**config.mk**
```make
export PLATFORM = sky130hd
export DESIGN_NAME = net_sequencer_flat
export DESIGN_NICKNAME = d
export VERILOG_FILES = /design/src/rtl/net_sequencer_if.sv /design/src/rtl/net_sequencer.sv /design/src/flat_wrapper.sv
export SDC_FILE = /design/constraint.sdc
export NUM_CORES = 1
export LEC_CHECK = 0
export BUFFER_PORTS_ARGS = -buffer_cell sky130_fd_sc_hd__buf_4
export CAP_MARGIN = 10
export CORE_MARGIN = 4
export CORE_UTILIZATION = 58
export CTS_BUF_LIST = sky130_fd_sc_hd__clkbuf_16
export DETAILED_ROUTE_END_ITERATION = 8
export PLACE_DENSITY = 0.8
export SYNTH_ARGS = -nofsm -noshare
export SYNTH_HDL_FRONTEND = slang
export SYNTH_SLANG_ARGS = --single-unit
```
**constraint.sdc**
```tcl
create_clock -name clk -period 2.2 [get_ports clk]
set_input_delay 0.11 -clock clk [delete_from_list [all_inputs] [get_ports clk]]
set_output_delay 0.11 -clock clk [all_outputs]
set_load 0.01 [all_outputs]
```
**src/rtl/net_sequencer_if.sv**
```systemverilog
// Host-side request/result handshake of the inference sequencer.
interface net_sequencer_if;
    logic        in_valid;
    logic        in_ready;
    logic        abort;
    logic        out_valid;
    logic        out_ready;
    logic        busy;
    logic        err_timeout;
    logic [31:0] lat;

    modport master (
        output in_valid, abort, out_ready,
        input  in_ready, out_valid, busy, err_timeout, lat
    );

    modport slave (
        input  in_valid, abort, out_ready,
        output in_ready, out_valid, busy, err_timeout, lat
    );
endinterface

```
**src/rtl/net_sequencer.sv**
```systemverilog
// Multi-layer inference sequencer driving one shared layer engine.
module net_sequencer #(
    parameter int L       = 2,
    parameter int LW      = 2,
    parameter int TW      = 16,
    parameter int TIMEOUT = 65535
) (
    input  logic           clk,
    input  logic           rst,
    net_sequencer_if.slave host,
    output logic           eng_rst_n,
    output logic           eng_start,
    input  logic           eng_done,
    output logic [LW-1:0]  layer_sel,
    output logic           buf_swap
);
    typedef enum logic [2:0] {
        S_IDLE, S_CLR, S_START, S_WAIT, S_NEXT, S_OUT, S_ABRT
    } state_t;

    localparam logic [LW-1:0] LAST = LW'(L - 1);
    localparam logic [TW-1:0] TMO  = TW'(TIMEOUT);
    localparam logic [TW-1:0] ONE  = TW'(1);

    state_t        state_q, state_d;
    logic [LW-1:0] layer_q, layer_d;
    logic [TW-1:0] wcnt_q, wcnt_d;
    logic [31:0]   lat_q, lat_d;
    logic          err_q, err_d;
    logic          run;

    always_ff @(posedge clk) begin
        if (rst) begin
            state_q <= S_IDLE;
            layer_q <= '0;
            wcnt_q  <= '0;
            lat_q   <= '0;
            err_q   <= 1'b0;
        end else begin
            state_q <= state_d;
            layer_q <= layer_d;
            wcnt_q  <= wcnt_d;
            lat_q   <= lat_d;
            err_q   <= err_d;
        end
    end

    assign run = (state_q == S_CLR) || (state_q == S_START) ||
                 (state_q == S_WAIT) || (state_q == S_NEXT);

    always_comb begin
        state_d = state_q;
        layer_d = layer_q;
        wcnt_d  = wcnt_q;
        lat_d   = lat_q;
        err_d   = err_q;
        if (run && lat_q != '1)
            lat_d = lat_q + 32'd1;
        unique case (state_q)
            S_IDLE: begin
                if (host.in_valid) begin
                    state_d = S_CLR;
                    layer_d = '0;
                    lat_d   = '0;
                    err_d   = 1'b0;
                end
            end
            S_CLR:   state_d = host.abort ? S_ABRT : S_START;
            S_START: begin
                if (host.abort) begin
                    state_d = S_ABRT;
                end else begin
                    state_d = S_WAIT;
                    wcnt_d  = ONE;
                end
            end
            // first WAIT cycle ignores done left over from the prior layer
            S_WAIT: begin
                if (host.abort) begin
                    state_d = S_ABRT;
                end else if (eng_done && wcnt_q != ONE) begin
                    state_d = S_NEXT;
                end else if (wcnt_q == TMO) begin
                    state_d = S_ABRT;
                    err_d   = 1'b1;
                end else begin
                    wcnt_d = wcnt_q + ONE;
                end
            end
            S_NEXT: begin
                if (host.abort) begin
                    state_d = S_ABRT;
                end else if (layer_q == LAST) begin
                    state_d = S_OUT;
                end else begin
                    layer_d = layer_q + LW'(1);
                    state_d = S_CLR;
                end
            end
            S_OUT: begin
                if (host.out_ready)
                    state_d = S_IDLE;
            end
            S_ABRT: begin
                state_d = S_IDLE;
                layer_d = '0;
            end
            default: state_d = S_IDLE;
        endcase
    end

    // reset forces every output to its idle-off value within the rst cycle
    assign host.in_ready    = !rst && state_q == S_IDLE;
    assign host.out_valid   = !rst && state_q == S_OUT;
    assign host.busy        = !rst && state_q != S_IDLE;
    assign host.err_timeout = !rst && err_q;
    assign host.lat         = rst ? '0 : lat_q;
    assign eng_rst_n = !rst && state_q != S_CLR && state_q != S_ABRT;
    assign eng_start = !rst && state_q == S_START;
    assign buf_swap  = !rst && state_q == S_NEXT;
    assign layer_sel = rst ? '0 : layer_q;
endmodule
```
**src/flat_wrapper.sv**
```systemverilog
// flat-port wrapper written by rule: the top's interface ports become plain ports
module net_sequencer_flat 
#(
    parameter int L       = 2,
    parameter int LW      = 2,
    parameter int TW      = 16,
    parameter int TIMEOUT = 65535
)
  (clk, rst, eng_rst_n, eng_start, eng_done, layer_sel, buf_swap, host_in_valid, host_abort, host_out_ready, host_in_ready, host_out_valid, host_busy, host_err_timeout, host_lat);
  net_sequencer_if host_i ();
  input  logic clk;
  input  logic rst;
  output logic eng_rst_n;
  output logic eng_start;
  input  logic eng_done;
  output logic [LW-1:0] layer_sel;
  output logic buf_swap;
  input wire logic [$bits(host_i.in_valid)-1:0] host_in_valid;
  input wire logic [$bits(host_i.abort)-1:0] host_abort;
  input wire logic [$bits(host_i.out_ready)-1:0] host_out_ready;
  output wire logic [$bits(host_i.in_ready)-1:0] host_in_ready;
  output wire logic [$bits(host_i.out_valid)-1:0] host_out_valid;
  output wire logic [$bits(host_i.busy)-1:0] host_busy;
  output wire logic [$bits(host_i.err_timeout)-1:0] host_err_timeout;
  output wire logic [$bits(host_i.lat)-1:0] host_lat;
  assign host_i.in_valid = host_in_valid;
  assign host_i.abort = host_abort;
  assign host_i.out_ready = host_out_ready;
  assign host_in_ready = host_i.in_ready;
  assign host_out_valid = host_i.out_valid;
  assign host_busy = host_i.busy;
  assign host_err_timeout = host_i.err_timeout;
  assign host_lat = host_i.lat;
  net_sequencer #(.L(L), .LW(LW), .TW(TW), .TIMEOUT(TIMEOUT)) u_core (.clk(clk), .rst(rst), .host(host_i), .eng_rst_n(eng_rst_n), .eng_start(eng_start), .eng_done(eng_done), .layer_sel(layer_sel), .buf_swap(buf_swap));
endmodule
```
# Yosys cells after proc, flatten, opt, wreduce, memory -nomap -nowiden
# Index checks and enable logic that the tools add are counted.
# totals
wordCells	82
in_bits	6
register_bits	54
output_inout_bits	41
# classes
muxes	29
add_sub_neg	3
reduce_logical	23
n_eq_ne	22
# op_table
cell	count
2-to-1 mux 32 bit	4
2-to-1 mux 16 bit	4
adder 32 x 1 -> 32 bit, second input constant	1
inequality test 32 bit, second input constant	1
one-hot mux 16 bit (2 select lines)	1
2-to-1 mux 3 bit	9
inequality test 2 bit, second input constant	9
one-hot mux 3 bit (6 select lines)	1
adder 16 x 1 -> 16 bit, second input constant	1
equality test 16 bit, second input constant	1
inequality test 16 x 1 -> 1 bit, second input constant	1
logical AND 1 bit	10
AND reduction 5 bit	2
equality test 3 bit, second input constant	3
2-to-1 mux 2 bit	4
equality test 3 x 2 -> 1 bit, second input constant	2
one-hot mux 2 bit (3 select lines)	1
nonzero test 3 bit	2
2-to-1 mux 1 bit	4
inequality test 4 bit, second input constant	1
AND reduction 4 bit	1
nonzero test 2 bit	2
equality test 3 x 1 -> 1 bit, second input constant	1
zero test 3 bit	1
8 further kinds	10

# Depth between registers and ports, before layout
# depth
depth_word	8
depth_mapped	7
depth_no_buf	7

# Worst setup path after synthesis
# No wires, ideal clock.
# synth_timing
kind	reg2reg
start	reg u_core.lat_q[20]
end	reg u_core.lat_q[5]
t_arrival_ns	1.796
setup_slack_ns	0.276
setup_time_ns	0.128
stages_incl_launch_ff	8
synth_period_minus_slack_ns	1.924
required_time_ns	2.072
cell_sequence	dfxtp_1 -> nand3_2 -> or4_1 -> buf_4 -> o31ai_4 -> buf_6 -> xor2_1 -> nor2_1
# synth_between
elab_chain_len	5
# synth_rtl
element	line_no	rtl
start: declaration	net_sequencer.sv:28	logic [31:0] lat_q, lat_d;
start signal: assignment	net_sequencer.sv:43	lat_q <= lat_d;
inequality test 32 bit (*)	net_sequencer.sv:57	if (run && lat_q != '1)
logical AND 1 bit (*)	net_sequencer.sv:57	
2-to-1 mux 32 bit (*)	net_sequencer.sv:57	
2-to-1 mux 32 bit	net_sequencer.sv:61	if (host.in_valid) begin
2-to-1 mux 32 bit (*)	net_sequencer.sv:59	unique case (state_q)
# Mark *: on every way between the ends. The rest lies on a longest branch, timed or not.
# A chain may end at the register's enable or synchronous reset.

# Worst setup path after layout
# layout_timing
start	reg u_core.wcnt_q[0]
end	reg u_core.wcnt_q[2]
# layout_between
elab_chain_len	5
# layout_rtl
element	line_no	rtl
start: declaration	net_sequencer.sv:27	logic [TW-1:0] wcnt_q, wcnt_d;
start signal: assignment	net_sequencer.sv:42	wcnt_q <= wcnt_d;
adder 16 x 1 -> 16 bit	net_sequencer.sv:87	wcnt_d = wcnt_q + ONE;
2-to-1 mux 16 bit	net_sequencer.sv:83	end else if (wcnt_q == TMO) begin
2-to-1 mux 16 bit	net_sequencer.sv:81	end else if (eng_done && wcnt_q != ONE) begin
2-to-1 mux 16 bit	net_sequencer.sv:79	if (host.abort) begin
one-hot mux 16 bit (2 select lines)	net_sequencer.sv:59	
# Several ways; a longest one is shown, not always the timed one. The select of a mux whose other input is x is not followed.

==> metrics <==
P&R area growth vs syn 22.7%; Initial DRC Count 312; Hold Path Class in2reg; synthesized area per cell 7.90 µm²; Max Fclk 0.474 GHz; CTS buffer count 5; Fillers 454; die area 7170 µm²; Synth top cells by count dfxtp_1 (54), nand2_1 (38), nor2_1 (38), nor2b_1 (34), a21oi_1 (23); Worst Clk Skew 0.00555 ns; routed vias 3,533; post-DR wirelength/cell 15.6 µm; routability cong. 1.00; most numerous cell in the Yosys netlist dfxtp_1; FP Rows 27; EDFF count, synth 0; layout cells sized above 1 0.219; hold_buf cts 0; TritonCTS clock tree yes; leakage 1.65 nW; CP startpoint u_core.wcnt_q[0]; Core Area 5610 µm²; ant diodes 0; Finished Core Util 0.747; final hold vios 0; final net count 507; Max-slew headroom 0.611; # IOs 47; footprint of the multi-input gates 2250 µm²; CP endpoint kind flip-flop; largest net degree at the start of global routing 59; Reg clk slew, reported paths 0.07 ns; Crit path largest cell delay 0.41 ns; Tcrit/Tclk final 0.959; initial antenna violation count 0; Slowest-stage cell, CP dfxtp_1; Async SR Flop Fraction 0; Seq/Total Area, Yosys 0.317; Register-to-Register Setup Slack 0.09 ns; Power Density 618 nW/µm²; Critical Path Stages 6; Die Wd 84.7 µm; worst r2r src u_core.wcnt_q[0]; syn nets 442; Storage cell area 1080 µm²; CP arrival 2.27 ns; Tot GR Track Use 0.253; setup violators final 0; Mapped Cells 432; vias in the first global route 3,415; RSZ-0062 raised after global routing false; grt total ovfl 0; first-pass GRT wire length 15,500 µm; ys flop type dfxtp_1; post-synth top area share 0.317; max-cap viol count 0; crit path buf inv count 0; via-per-instance ratio 6.20; DRC violations left 0; Clock Root Buffer clkbuf_16; Yosys cell types 59; top area cells in the synthesized netlist dfxtp_1 (32%), nor2b_1 (6.2%), nand2_1 (4.2%); Initial DRT Pass Iterations 5; Max Root-Sink Buffers 2; hpwl dp 6340 µm; setup_tns 0 ns; die height 84.7 µm; worst setup margin 0.0895 ns; worst slew pin tran 0.584 ns; Max Slew Vio Count 0; Worst setup SP type flip-flop; Place WS 0.0332 ns; cell taking the most area after synthesis dfxtp_1; Top Family by Delay on Critical Path compound AO/OA/AOI/OAI gates; drt total wl 8890 µm; Post-DRT Antenna Nets 0; CP Data Required Time 2.36 ns; Worst R2R Path Depth 6; WS Path Type reg2reg; Worst Path Max Fanout 9; cell area after synthesis 3410 µm²; IO buf count 46; Clk Latency, worst-skew pair 0.29 ns; worst path cell trace ha_1 > nor4b_2 > a41oi_2 > a22o_2 > o311ai_1 > o21ai_0; crit path to u_core.wcnt_q[2]; H-tree depth 2; outcome finished clean; r2r endpoint u_core.wcnt_q[2]; Sink Count 54; worst vdd ir 0.432 mV; post-synthesis sequential element count 54; post-route minimum period 2.11 ns; Initial Util 0.608; total power 0.00259 W; Ys Warns 0
worst reg2reg max path: stages (launching register included):
cell and delay, ns:
dfxtp_1 0.41, ha_1 0.20, nor4b_2 0.23, a41oi_2 0.23, a22o_2 0.39, o311ai_1 0.35, o21ai_0 0.16
routing by layer:
layer / up-vias / global-route usage / wire (µm)
met5: - / 0 / 0
met1: 1624 / 0.326 / 3830
met3: 28 / 0.0422 / 584
met4: 0 / 0.0863 / 249
met2: 134 / 0.426 / 4220
li1: 1747 / - / -
where the power goes:
part           total, W  internal, W  switching (W)
sequential      0.00105      0.00101      0.0000363
clock          0.000764     0.000413       0.000351
combinational  0.000773     0.000311       0.000462
kinds of logic (layout without fill, tap and decap cells):
| group | Yosys count | after routing | synth area share |
|---|---|---|---|
| multiplexers | 8 | 8 | 0.0238 |
| flip-flops | 54 | 54 | 0.317 |
| XOR/XNOR | 7 | 7 | 0.0180 |
| AND/OR/NAND/NOR | 230 | 230 | 0.383 |
| adder cells (fa/ha/maj) | 5 | 5 | 0.0176 |
| buffers and inverters | 31 | 97 | 0.0381 |
| AO/OA/AOI/OAI | 97 | 97 | 0.203 |
per-stage QoR:
stage | std cells | hold WS (ns) | instance area [µm²]
2_1_floorplan | 432 | 0.324 | 3410
3_3_place_gp | 561 | 0.453 | 4000
3_5_place_dp | 561 | 0.478 | 4000
4_1_cts | 569 | 0.236 | 4130
5_1_grt | 570 | 0.264 | 4190
6_report | 570 | 0.227 | 4190
sequential cells by signal (all words and copies together), names as in the netlist:
| name | count |
|---|---|
| u_core.err_q | 1 |
| u_core.lat_q | 32 |
| u_core.layer_q | 2 |
| u_core.state_q | 3 |
| u_core.wcnt_q | 16 |
cell type report:
class / count / share of cell area
clock buffers: 5 / 0.0299
clock inverters: 3 / 0.00299
inverters: 10 / 0.00896
multi-input cells: 347 / 0.537
flip-flops and latches: 54 / 0.258
well taps: 72 / 0.0215
repair buffers: 79 / 0.142
repair_timing:
| action | CTS | global route |
|---|---|---|
| endpoints found under the setup margin | 0 | 27 |
| gates resized for setup | 0 | 10 |
| buffers inserted | 0 | 1 |
worst min path at each step:
stage / start / to / slack [ns] / depth (start not counted)
3_3_place_gp: u_core.err_q / u_core.err_q / 0.45 / 2
2_1_floorplan: host_abort / u_core.wcnt_q[1] / 0.32 / 3
3_5_place_dp: u_core.err_q / u_core.err_q / 0.48 / 2
4_1_cts: host_in_valid / u_core.state_q[0] / 0.24 / 4
6_report: host_abort / u_core.state_q[2] / 0.23 / 3
5_1_grt: host_abort / u_core.state_q[2] / 0.26 / 3
cell usage in the layout, fill, tap and decap left out, types with 3 or more instances in the layout:
master,n
buf_4,79
dfxtp_1,54
nand2_1,38
nor2_1,37
nor2b_1,34
a21oi_1,23
nand3_1,19
nor3_1,14
or3_1,13
and3_1,13
inv_1,11
nand2b_1,11
nand4_1,10
o21ai_0,10
o31ai_1,8
mux2i_1,7
o2111ai_1,7
xor2_1,7
o21ai_1,7
o311ai_1,7
nor4_1,6
or4_1,6
o211ai_1,6
and4_1,5
a211o_1,5
clkbuf_16,5
a31oi_1,4
ha_1,4
nand3b_1,3
and2_1,3
o41ai_1,3
(Power assumes the default switching activity.)
